## config.mk

```make
export PLATFORM = sky130hd
export DESIGN_NAME = lnrv_exu_flush
export DESIGN_NICKNAME = d
export VERILOG_FILES = /design/src/rtl/lnrv_exu_flush_pkg.sv /design/src/rtl/lnrv_exu_flush_arb.sv /design/src/rtl/lnrv_exu_flush.sv
export SDC_FILE = /design/constraint.sdc
export NUM_CORES = 1
export LEC_CHECK = 0
export BUFFER_PORTS_ARGS = -buffer_cell sky130_fd_sc_hd__buf_2
export CAP_MARGIN = 25
export CORE_ASPECT_RATIO = 0.7
export CORE_MARGIN = 2
export CORE_UTILIZATION = 53
export DETAILED_ROUTE_END_ITERATION = 7
export GPL_TIMING_DRIVEN = 0
export HOLD_SLACK_MARGIN = 0.08
export PLACE_DENSITY_LB_ADDON = 0.12
export SLEW_MARGIN = 10
export SYNTH_ARGS = -nofsm -noshare
export SYNTH_HDL_FRONTEND = slang
export SYNTH_HIERARCHICAL = 1
export SYNTH_SLANG_ARGS = --single-unit
```

## constraint.sdc

```tcl
create_clock -name clk -period 3.1 [get_ports clk]
set_clock_uncertainty 0.1 [all_clocks]
set_input_delay 0.155 -clock clk [delete_from_list [all_inputs] [get_ports clk]]
set_output_delay 0.155 -clock clk [all_outputs]
set_load 0.1 [all_outputs]
```

## src/rtl/lnrv_exu_flush_pkg.sv

```systemverilog
// Shared definitions for the execute-stage flush controller.
// Holds the default PC width, FSM state encoding and flush-source indices.
// Imported by the arbiter and the top so encodings stay consistent.
package lnrv_exu_flush_pkg;

    // Default width of every PC / operand port.
    localparam int LNRV_PC_W = 32;

    // Flush controller states: idle (accepting) or redirecting fetch.
    typedef enum logic {
        FLUSH_IDLE     = 1'b0,
        FLUSH_REDIRECT = 1'b1
    } flush_state_e;

    // Flush source indices; lower index wins arbitration.
    localparam int SRC_N    = 3;
    localparam int SRC_EXCP = 0;
    localparam int SRC_SYS  = 1;
    localparam int SRC_BJP  = 2;

endpackage

```

## src/rtl/lnrv_exu_flush_arb.sv

```systemverilog
// Fixed-priority flush source arbiter: excp > sys > bjp, one-hot grant.
// Latency: purely combinational, zero cycles.
// Backpressure: none here; the top qualifies the grant with its idle state.
module lnrv_exu_flush_arb
    import lnrv_exu_flush_pkg::*;
(
    input  logic [SRC_N-1:0] req,
    output logic [SRC_N-1:0] gnt
);

    // Highest-priority requester wins; at most one grant bit set.
    always_comb begin
        gnt = '0;
        if (req[SRC_EXCP]) begin
            gnt[SRC_EXCP] = 1'b1;
        end else if (req[SRC_SYS]) begin
            gnt[SRC_SYS] = 1'b1;
        end else if (req[SRC_BJP]) begin
            gnt[SRC_BJP] = 1'b1;
        end
    end

endmodule

```

## src/rtl/lnrv_exu_flush.sv

```systemverilog
// Pipeline flush controller: arbitrates flush sources, kills younger instructions, redirects fetch.
// Latency: accept in cycle N (combinational ack/pipe_flush), redirect valid from N+1, next accept at N+2 earliest.
// Backpressure: holds redirect valid/pc until ifu_redirect_rdy; requests are not acked while redirecting.
module lnrv_exu_flush
    import lnrv_exu_flush_pkg::*;
#(
    parameter int PC_W = LNRV_PC_W
)
(
    input  logic            clk,
    input  logic            reset,

    input  logic            excp_flush_req,
    output logic            excp_flush_ack,
    input  logic [PC_W-1:0] excp_flush_pc_op1,
    input  logic [PC_W-1:0] excp_flush_pc_op2,

    input  logic            sys_flush_req,
    output logic            sys_flush_ack,
    input  logic [PC_W-1:0] sys_flush_pc_op1,
    input  logic [PC_W-1:0] sys_flush_pc_op2,

    input  logic            bjp_flush_req,
    output logic            bjp_flush_ack,
    input  logic [PC_W-1:0] bjp_flush_pc_op1,
    input  logic [PC_W-1:0] bjp_flush_pc_op2,

    output logic            pipe_flush,

    output logic            ifu_redirect_vld,
    input  logic            ifu_redirect_rdy,
    output logic [PC_W-1:0] ifu_redirect_pc,

    output logic            flush_busy
);

    flush_state_e     state;
    flush_state_e     state_nxt;
    logic [PC_W-1:0]  target;
    logic [PC_W-1:0]  target_sum;
    logic [PC_W-1:0]  target_nxt;
    logic [SRC_N-1:0] req_vec;
    logic [SRC_N-1:0] gnt_vec;
    logic [SRC_N-1:0] ack_vec;
    logic             accept_en;
    logic             accept;

    assign req_vec[SRC_EXCP] = excp_flush_req;
    assign req_vec[SRC_SYS]  = sys_flush_req;
    assign req_vec[SRC_BJP]  = bjp_flush_req;

    lnrv_exu_flush_arb u_arb (
        .req (req_vec),
        .gnt (gnt_vec)
    );

    // Acceptance only in IDLE and never while reset is asserted, so
    // pipe_flush cannot fire during reset even if state is stale.
    assign accept_en = (state == FLUSH_IDLE) && !reset;
    assign ack_vec   = gnt_vec & req_vec & {SRC_N{accept_en}};
    assign accept    = |ack_vec;

    assign excp_flush_ack = ack_vec[SRC_EXCP];
    assign sys_flush_ack  = ack_vec[SRC_SYS];
    assign bjp_flush_ack  = ack_vec[SRC_BJP];
    assign pipe_flush     = accept;

    // Select the granted source's operands and form the wrapped sum.
    always_comb begin
        target_sum = '0;
        if (gnt_vec[SRC_EXCP]) begin
            target_sum = excp_flush_pc_op1 + excp_flush_pc_op2;
        end else if (gnt_vec[SRC_SYS]) begin
            target_sum = sys_flush_pc_op1 + sys_flush_pc_op2;
        end else if (gnt_vec[SRC_BJP]) begin
            target_sum = bjp_flush_pc_op1 + bjp_flush_pc_op2;
        end
    end

    // Fetch targets are at least halfword aligned; bit 0 is always cleared.
    assign target_nxt = {target_sum[PC_W-1:1], 1'b0};

    // Next-state: IDLE -> REDIRECT on accept; REDIRECT -> IDLE on handshake.
    always_comb begin
        state_nxt = state;
        unique case (state)
            FLUSH_IDLE: begin
                if (accept) begin
                    state_nxt = FLUSH_REDIRECT;
                end
            end
            FLUSH_REDIRECT: begin
                if (ifu_redirect_rdy) begin
                    state_nxt = FLUSH_IDLE;
                end
            end
            default: state_nxt = FLUSH_IDLE;
        endcase
    end

    // State and target registers; reset abandons any pending redirect.
    always_ff @(posedge clk) begin
        if (reset) begin
            state  <= FLUSH_IDLE;
            target <= '0;
        end else begin
            state <= state_nxt;
            if (accept) begin
                target <= target_nxt;
            end
        end
    end

    assign ifu_redirect_vld = (state == FLUSH_REDIRECT);
    assign ifu_redirect_pc  = ifu_redirect_vld ? target : '0;
    assign flush_busy       = (state != FLUSH_IDLE);

endmodule

```

Yosys cells after proc, flatten, opt, wreduce, memory -nomap -nowiden
Cells that the tools add are included.

storage, ports and cells
  register bits = 32
  output and inout bits = 38
  input bits = 198
  word-level logic and storage cells = 23

operators by class
  multiplexer cells = 12
  bitwise operators = 3
  add/subtract/negate cells = 3
  reduce and logical (&&, ||, !) cells = 3

operators with widths
  operator                         number
  2-to-1 mux 32 bit                4
  adder 32 bit                     3
  AND 3 bit                        2
  2-to-1 mux 1 bit                 6
  OR reduction 3 bit               1
  2-to-1 mux 2 bit                 1
  case mux 1 bit (2 select lines)  1
  logical AND 1 bit                1
  zero test 1 bit                  1
  inverter 1 bit                   1

Logic depth before layout (Yosys ltp)
Gate-level depths: netlist (run 1).

  word-level depth = 8
  gate-level depth with buffers = 11
  gate-level depth less buffers = 11

By module
Netlist (run 1), hierarchy kept.

by module, submodules not included
  module              area an instance (µm²)  seq. area each (µm²)  cells each  times used
  lnrv_exu_flush      6729.0                  640.6                 936         1
  lnrv_exu_flush_arb  26.3                    0.0                   3           1

Worst setup path after synthesis (run 1)
Ideal clock, no wire load.

  path kind = flip-flop to flip-flop
  start = register state, in the netlist flush_busy
  end = register target[19]
  clock period less this slack = 3.887 ns
  path slack = -0.787 ns
  data arrival time = 3.713 ns
  stages on the path, launching flop included = 9
  path buffers = 2
  cells stage by stage = dfxtp_1 -> nor2_1 -> and3_1 -> nor3_2 -> inv_1 -> clkbuf_1 -> clkbuf_1 -> nand3_1 -> a31oi_1

between the ends
  cells in the longest elaborated chain, start to end = 4

RTL lines
  item                      line                   text
  from (decl)               lnrv_exu_flush.sv:37   flush_state_e state;
  from (signal assigned)    lnrv_exu_flush.sv:107  state <= state_nxt;
  inverter 1 bit            n/a
  logical AND 1 bit         lnrv_exu_flush.sv:59   assign accept_en = (state == FLUSH_IDLE) && !reset;
  AND 3 bit                 lnrv_exu_flush.sv:60   assign ack_vec = gnt_vec & req_vec & {SRC_N{accept_en}};
  named net excp_flush_ack  lnrv_exu_flush.sv:14   output logic excp_flush_ack,
  OR reduction 3 bit        lnrv_exu_flush.sv:61   assign accept = |ack_vec;
  named net pipe_flush      lnrv_exu_flush.sv:28   output logic pipe_flush,
  to (signal assigned)      lnrv_exu_flush.sv:109  target <= target_nxt;
  to (decl)                 lnrv_exu_flush.sv:39   logic [PC_W-1:0] target;

The timed path passes the listed nets, and every way through them passes these cells.
A chain may end at the register's enable or synchronous reset.

Worst setup path after layout (run 1)
  start = input port sys_flush_pc_op1[0]
  end = register target[26]

between the ends
  cells in the longest elaborated chain, start to end = 3

RTL lines
  item               line                  text
  from (decl)        lnrv_exu_flush.sv:20  input logic [PC_W-1:0] sys_flush_pc_op1,
  adder 32 bit       lnrv_exu_flush.sv:74  target_sum = sys_flush_pc_op1 + sys_flush_pc_op2;
  2-to-1 mux 32 bit  lnrv_exu_flush.sv:73  end else if (gnt_vec[SRC_SYS]) begin
  2-to-1 mux 32 bit  lnrv_exu_flush.sv:71  if (gnt_vec[SRC_EXCP]) begin

No other way between the ends.

==> results of run 1 <==
==> cell type report <==
| class | count | area [µm²] |
|---|---|---|
| Antenna cell | 1 | 2.50 |
| Buffer | 44 | 183 |
| Clock buffer | 6 | 139 |
| Clock inverter | 2 | 10.0 |
| Fill cell | 1189 | 4090 |
| Inverter | 17 | 63.8 |
| Multi-Input combinational cell | 846 | 5910 |
| Sequential cell | 32 | 642 |
| Tap cell | 162 | 203 |
| Timing Repair Buffer | 235 | 1180 |
==> worst max-delay path: cells and delay by family <==
kind | cells | cell delay (ns)
AOI/OAI and AO/OA | 8 | 2.13
adders and majority gates | 1 | 0.40
and+or+nand+nor | 1 | 0.16
xor gates and xnor gates | 1 | 0.12
buffers and inverters | 1 | 0.10
==> power by group through the flow <==
| stage | sequential, mW | combinational, mW | clock [mW] |
|---|---|---|---|
| 6_report | 0.465 | 1.60 | 0.513 |
| 3_3_place_gp | 0.471 | 1.54 | 0 |
| 3_5_place_dp | 0.472 | 1.54 | 0 |
| 5_1_grt | 0.468 | 1.74 | 0.531 |
| 2_1_floorplan | 0.473 | 1.09 | 0 |
| 4_1_cts | 0.464 | 1.56 | 0.511 |
==> flip-flops by register name (all words and copies together) (netlist names) <==
| register | flops |
|---|---|
| target | 31 |
| flush_busy | 1 |
==> cells in the mapped netlist, drive strengths merged (4+ instances only) <==
library cell / instances
o21bai: 13
nor4: 7
nor3: 30
buf: 7
a2111oi: 5
nor2: 90
a311oi: 5
nand3: 24
clkbuf: 37
o211ai: 7
and3: 9
o21ai: 51
a22oi: 5
a211o: 4
xor2: 31
o31ai: 4
dfxtp: 32
o22ai: 7
nand2b: 24
a21o: 34
a31oi: 12
a21boi: 6
ha: 90
a211oi: 20
o41ai: 5
nand4: 14
nor2b: 5
a221oi: 23
xnor2: 48
o21a: 7
inv: 17
and2: 39
nand2: 81
a21oi: 93
==> path summary, 6_finish.rpt <==
path	to	startpoint
setup / recovery	target[26]	sys_flush_pc_op1[0]
setup reg to reg	target[7]	flush_busy
hold / removal	target[31]	reset
hold reg to reg	target[8]	target[8]
==> metrics by stage <==
| stage | hold WS (ns) | area [µm²] | TNS, ns | power, mW | cells |
|---|---|---|---|---|---|
| floorplan | 0.229 | 6770 | 0 | 1.56 | 939 |
| detailed placement | 0.337 | 8140 | -0.465 | 2.02 | 1335 |
| global route | 0.178 | 8330 | -0.0333 | 2.74 | 1344 |
| finish | 0.159 | 8330 | 0 | 2.58 | 1345 |
| CTS | 0.150 | 8300 | 0 | 2.53 | 1344 |
| global placement | 0.334 | 8140 | -0.428 | 2.01 | 1335 |
==> layer usage <==
metal	routed length [µm]	vias to the layer above	part of all wire	GRT usage
met4	489	0	0.021	0.0754
met3	2330	40	0.10	0.0447
met2	9080	465	0.39	0.462
met5	0	-	0	0
met1	11200	3642	0.48	0.505
li1	-	4022	-	-
==> cell families after synthesis <==
logic type / share of synthesized area
other: 0.000555
XOR/XNOR: 0.102
AO/OA/AOI/OAI: 0.342
adder cells (fa/ha/maj): 0.176
flip-flops: 0.0948
AND/OR/NAND/NOR: 0.243
buffers and inverters: 0.0363
multiplexers: 0.00482
==> what timing repair did <==
action,CTS,global route
hold buffers,1,0
setup endpoints to repair,0,3
hold endpoints to repair,1,0
resized for setup,0,3
==> summary.md, run 1 <==
| Metric | Value |
|---|---|
| Pint | `1.39 mW` |
| Level count of the clock H-tree | `2` |
| Io pins | `236` |
| Max clock buf depth | `2` |
| Max-capacitance violation count | `0` |
| Reg2reg setup slack | `0.45 ns` |
| Status | `complete, no violations` |
| Slew Viols, Final | `0` |
| Static Leakage | `~4 nW` |
| CP max FO | `4` |
| R2r worst-path depth | `9` |
| Worst hold stages | `3` |
| Total gr overflow | `0` |
| WP data required | `3.14 ns` |
| Combinational share of power | `0.621` |
| Core Area | `12400 µm²` |
| Setup Fix Bufs, Post-CTS | `0` |
| Endpoint class of the critical path | `flip-flop` |
| Post-synthesis register bit count | `32` |
| Post-DR wirelength/cell | `17.1 µm` |
| Cell variety after synth | `78` |
| Rel. slew slack | `0.588` |
| Kind of critical path | `input pin to flip-flop` |
| GP Congestion | `1.01` |
| Crit path DAT | `3.08 ns` |
| Clock Power Share | `0.199` |
| CTS Buf Count | `5` |
| Most common cell after layout, fill and taps aside | `buf_2` |
| Final Hold Viols | `0` |
| Core Util, Final | `0.671` |
| DRT iter0 DRCs | `847` |
| Via count | `8169` |
| Net switching power | `1.20 mW` |
| Die H | `98.5 µm` |
| Pre-CTS setup slack | `-0.199 ns` |
| Share of the synthesized area in the top cell type | `0.167` |
| Synth Instances | `939` |
| First drt pass iteration count | `5` |
| Cell area after synthesis | `6760 µm²` |
| Vias in the first global route | `7103` |
| Post-Route WL | `23100 µm` |
| Cell chain of the critical path | `buf_2, and2_1, fa_1, a21o_1, a221oi_4, o211ai_1, a311oi_2, o21ai_1, a21oi_1, xnor2_1, a221oi_1, a2111oi_1` |
| Detailed Place HPWL | `19400 µm` |
| RSZ-0062 raised after global routing | `true` |
| Clock-pin transition on the worst setup and hold timing paths | `0.06 ns` |
| Pin count of the biggest net entering global routing | `11` |
| Largest cells by area after synthesis | `ha_1, dfxtp_1, a21oi_1, xnor2_1, nor2_1` |
| Area leader, netlist | `ha_1` |
| Clock Latency Late Sink | `0.28 ns` |
| Antenna violations before repair | `0` |
| Die W | `139 µm` |
| CTS tree | `done` |
| Initial Util | `0.544` |
| Max frequency | `approximately 0.33 GHz` |
| Switch share | `0.463` |
| Setup violators final | `0` |
| GR Util All Layers | `0.322` |
| Setup slack after layout | `0.0602 ns` |
| Die area | `13700 µm²` |
| HP Class | `input pin to flip-flop` |
| Tmin final | `3.04 ns` |
| Vias per Instance | `6.07` |
| Async SR Flop Fraction | `0` |
| Worst vdd ir | `approximately 0.23 mV` |
| # DRC | `0` |
| Flop pwr share | `0.180` |
| Worst path max stage delay | `about 0.51 ns` |
| Number of port buffers | `234` |
| Tcrit/Tclk final | `0.981` |
| Clock Root Buffer | `clkbuf_16` |
| Seq/Total Area, Yosys | `0.0948` |
| ANT nets after route | `0` |
| Rows | `34` |
| Syn nets | `about 1200` |
| Layout area overhead | `23.3%` |
| Share of post-route cells with drive strength above 1 | `0.232` |
| # clock sinks | `32` |
| Commonest non-fill, non-tap cells in the layout | `buf_2, a21oi_1, nor2_1, ha_1, nand2_1` |
| Dominant synthesized flop cell | `dfxtp_1` |
| Measured slew at the worst slew-check pin | `0.618 ns` |
| EDFF count, synth | `0` |
| Critical Path Source Type | `input pin` |
| Synth warn | `6` |
| Pwr/cell area | `310 nW/µm²` |
| First-pass GRT wire length | `approximately 36000 µm` |
| Final nets | `1472` |
| Syn Area/Cell | `7.19 µm²` |
| Worst path slowest cell | `a221oi_1` |
Power figures use the tool's default switching activity.
==> run 2: changes to the inputs <==
- CORE_UTILIZATION: 53 -> 45
==> run 2 against run 1 <==
Compared with the run above: utilization shrank 9.8 points; critical endpoint is now target[29]; worst hold slack lost 0.00052 ns; clock-buffer cell count grew 1; critical path depth shrank 1; highest routed layer is now met5.
==> summary.md, run 2 (synthesized netlist as in run 1, its figures left out) <==
| Metric | Value |
|---|---|
| Status | `complete, no violations` |
| Reg2reg setup slack | `0.54 ns (+0.09 ns)` |
| Worst path max stage delay | `0.66 ns (+0.15 ns)` |
| Pwr/cell area | `309 nW/µm² (-0.22%)` |
| Number of port buffers | `234 (unchanged)` |
| WP data required | `3.14 ns (about the same)` |
| Max-capacitance violation count | `0 (unchanged)` |
| Clock Latency Late Sink | `0.28 ns (about the same)` |
| CTS tree | `done` |
| Critical path buffer and inverter count | `1 (unchanged)` |
| Share of post-route cells with drive strength above 1 | `0.233 (+0.00149)` |
| Post-Route WL | `24200 µm (+5.1%)` |
| Clock-pin transition on the worst setup and hold timing paths | `0.05 ns (about the same)` |
| Die W | `150 µm (+8.3%)` |
| Clock Power Share | `0.197 (-0.002)` |
| Die H | `107 µm (+8.2%)` |
| Tcrit/Tclk final | `0.964 (-0.0167)` |
| Total Power | `2.60 mW (+0.68%)` |
| Worst Setup EP | `target[29]` |
| First-pass GRT wire length | `37400 µm (+3.7%)` |
| Die area | `16000 µm² (+17%)` |
| Final Hold Viols | `0 (unchanged)` |
| Worst vdd ir | `0.197 mV (-15%)` |
| Fillers | `1493 (+26%)` |
| Worst path slowest cell | `o41ai_1` |
| Area of the multi-input gates | `5920 µm² (+0.25%)` |
| Slew Viols, Final | `0 (unchanged)` |
| Max clock buf depth | `2 (unchanged)` |
| DRT iter0 DRCs | `615 (-27%)` |
| Worst path most repeated cell | `a21oi_1` |
| Pre-CTS setup slack | `-0.329 ns (-0.130 ns)` |
| Total gr overflow | `0 (unchanged)` |
| Cell chain of the critical path | `buf_2, ha_1, a21oi_1, o21ai_0, a21oi_1, a21oi_1, o41ai_1, o21a_1, mux2_2, nor3_1, a211oi_1` |
| GP Congestion | `0.979 (-3.0%)` |
| HP Class | `input pin to flip-flop` |
| # clock sinks | `32 (unchanged)` |
| Critical path origin | `bjp_flush_pc_op1[12]` |
| Rows | `37 (+8.8%)` |
| Level count of the clock H-tree | `2 (unchanged)` |
| Combinational share of power | `0.625 (+0.004)` |
| Core Area | `14700 µm² (+18%)` |
| Pin count of the biggest net entering global routing | `11 (unchanged)` |
| Measured slew at the worst slew-check pin | `0.683 ns (+0.0653 ns)` |
| Setup slack after layout | `0.112 ns (+0.0518 ns)` |
| Endpoint class of the critical path | `flip-flop` |
| Setup violators final | `0 (unchanged)` |
| Crit path DAT | `3.03 ns (-0.05 ns)` |
| Vias in the first global route | `7210 (+1.5%)` |
| Rel. slew slack | `0.539 (-0.0495)` |
| Setup TNS | `0 ns (unchanged)` |
| Kind of critical path | `input pin to flip-flop` |
| Most common cell after layout, fill and taps aside | `buf_2` |
| ANT nets after route | `0 (unchanged)` |
| Reg with most FFs | `target` |
| Worst reg2reg path startpoint | `flush_busy` |
| Io pins | `236 (unchanged)` |
| Hold_ws | `0.158 ns (-0.000520 ns)` |
| Flop pwr share | `0.179 (about the same)` |
| GR Util All Layers | `0.293 (-0.0288)` |
| Detailed Place HPWL | `20600 µm (+6.2%)` |
| Via count | `8087 (-1.0%)` |
| R2r endpoint | `target[26]` |
| Vias per Instance | `5.86 (-3.4%)` |
| Static Leakage | `3.91 nW (+0.26%)` |
| Sequential Area | `642 µm² (unchanged)` |
| Max frequency | `0.335 GHz (+1.7%)` |
| R2r worst-path depth | `9 (unchanged)` |
| Final nets | `1474 (+0.14%)` |
| First drt pass iteration count | `5 (unchanged)` |
| Initial Util | `0.460 (-0.0835)` |
| Commonest non-fill, non-tap cells in the layout | `buf_2, a21oi_1, nor2_1, ha_1, nand2_1` |
| CP max FO | `6 (+2)` |
| Post-DR wirelength/cell | `17.6 µm (+2.5%)` |
| Max reg flops | `31 (unchanged)` |
| Pint | `1.41 mW (+1.7%)` |
| Clock Root Buffer | `clkbuf_16` |
| Tmin final | `2.99 ns (-0.0518 ns)` |
| Critical Path Source Type | `input pin` |
| CTS Buf Count | `5 (unchanged)` |
| Crit-path leading delay family | `compound AO/OA/AOI/OAI gates` |
| Switch share | `0.457 (-0.00556)` |
| # DRC | `0 (unchanged)` |
| Layout area overhead | `24.4%` |
| Net switching power | `1.19 mW (-0.53%)` |
| Antenna violations before repair | `3 (+3)` |
| Cell Count Post-Placement | `1368 (+2.5%)` |
| Layout Cells excl Fill | `1379 (+2.5%)` |
| Crit. path cell count | `11 (-1)` |
run 2: changes by cell type in the layout (fill, tap and decap cells not counted):
cell       before  now
buf_4           3    5
clkinv_2        2    0
a221oi_1       21   20
o21ai_1         5    4
a221oi_2        1    2
o21ai_2         0    1
clkbuf_8        1    2
o41ai_1         2    3
a2111oi_2       1    0
a2111oi_4       1    2
o41ai_2         2    1
run 2: area by class of cell:
class                      instances  share of cell area
multi-input combinational        846               0.705
timing repair buffer             237               0.142
sequential                        32              0.0764
tap                              195              0.0290
buffer                            44              0.0217
clock buffer                       7              0.0182
inverter                          17             0.00759
antenna                            1            0.000298
run 2: per-stage QoR:
step / area (µm²) / util
floorplan: 6770 / -
global placement: 8180 / 0.557
finish: 8410 / 0.573
CTS: 8350 / 0.569
detailed placement: 8180 / 0.557
global route: 8410 / 0.573
run 2: worst min path at each step:
stage	from	endpoint	slack (ns)	cells after the start
global placement	ifu_redirect_rdy	flush_busy	0.34	3
finish	reset	target[28]	0.16	3
global route	reset	target[28]	0.20	3
CTS	reset	target[28]	0.15	3
floorplan	ifu_redirect_rdy	flush_busy	0.23	2
detailed placement	ifu_redirect_rdy	flush_busy	0.34	3
run 2: worst reg2reg max path: stages, from the launching register on:
cell,delay (ns)
dfxtp_2,0.42
nor2_1,0.10
and3_2,0.25
nor3_4,0.42
inv_1,0.10
clkbuf_1,0.25
nand2b_1,0.16
buf_2,0.24
a221oi_2,0.09
a2111oi_1,0.32
run 2: power by group through the flow:
| stage | Sequential (mW) | Clock (mW) | Combinational (mW) |
|---|---|---|---|
| floorplan | 0.473 | 0 | 1.09 |
| global placement | 0.471 | 0 | 1.57 |
| detailed placement | 0.472 | 0 | 1.56 |
| CTS | 0.463 | 0.519 | 1.58 |
| global route | 0.467 | 0.537 | 1.78 |
| finish | 0.464 | 0.511 | 1.62 |
run 2: routing by layer:
metal / wire length, µm / share of wire / track usage
met2: 9640 / 0.40 / 0.418
met1: 12400 / 0.51 / 0.467
met5: 27 / 0.0011 / 0
met4: 195 / 0.0081 / 0.0357
met3: 1990 / 0.082 / 0.0429
run 2: repair_timing:
item                                   CTS  global route
pin swaps                                0             2
setup endpoints to repair                1             4
buffers inserted                         0             2
hold buffers                             1             0
endpoints found under the hold margin    1             0
resized for setup                        1             4
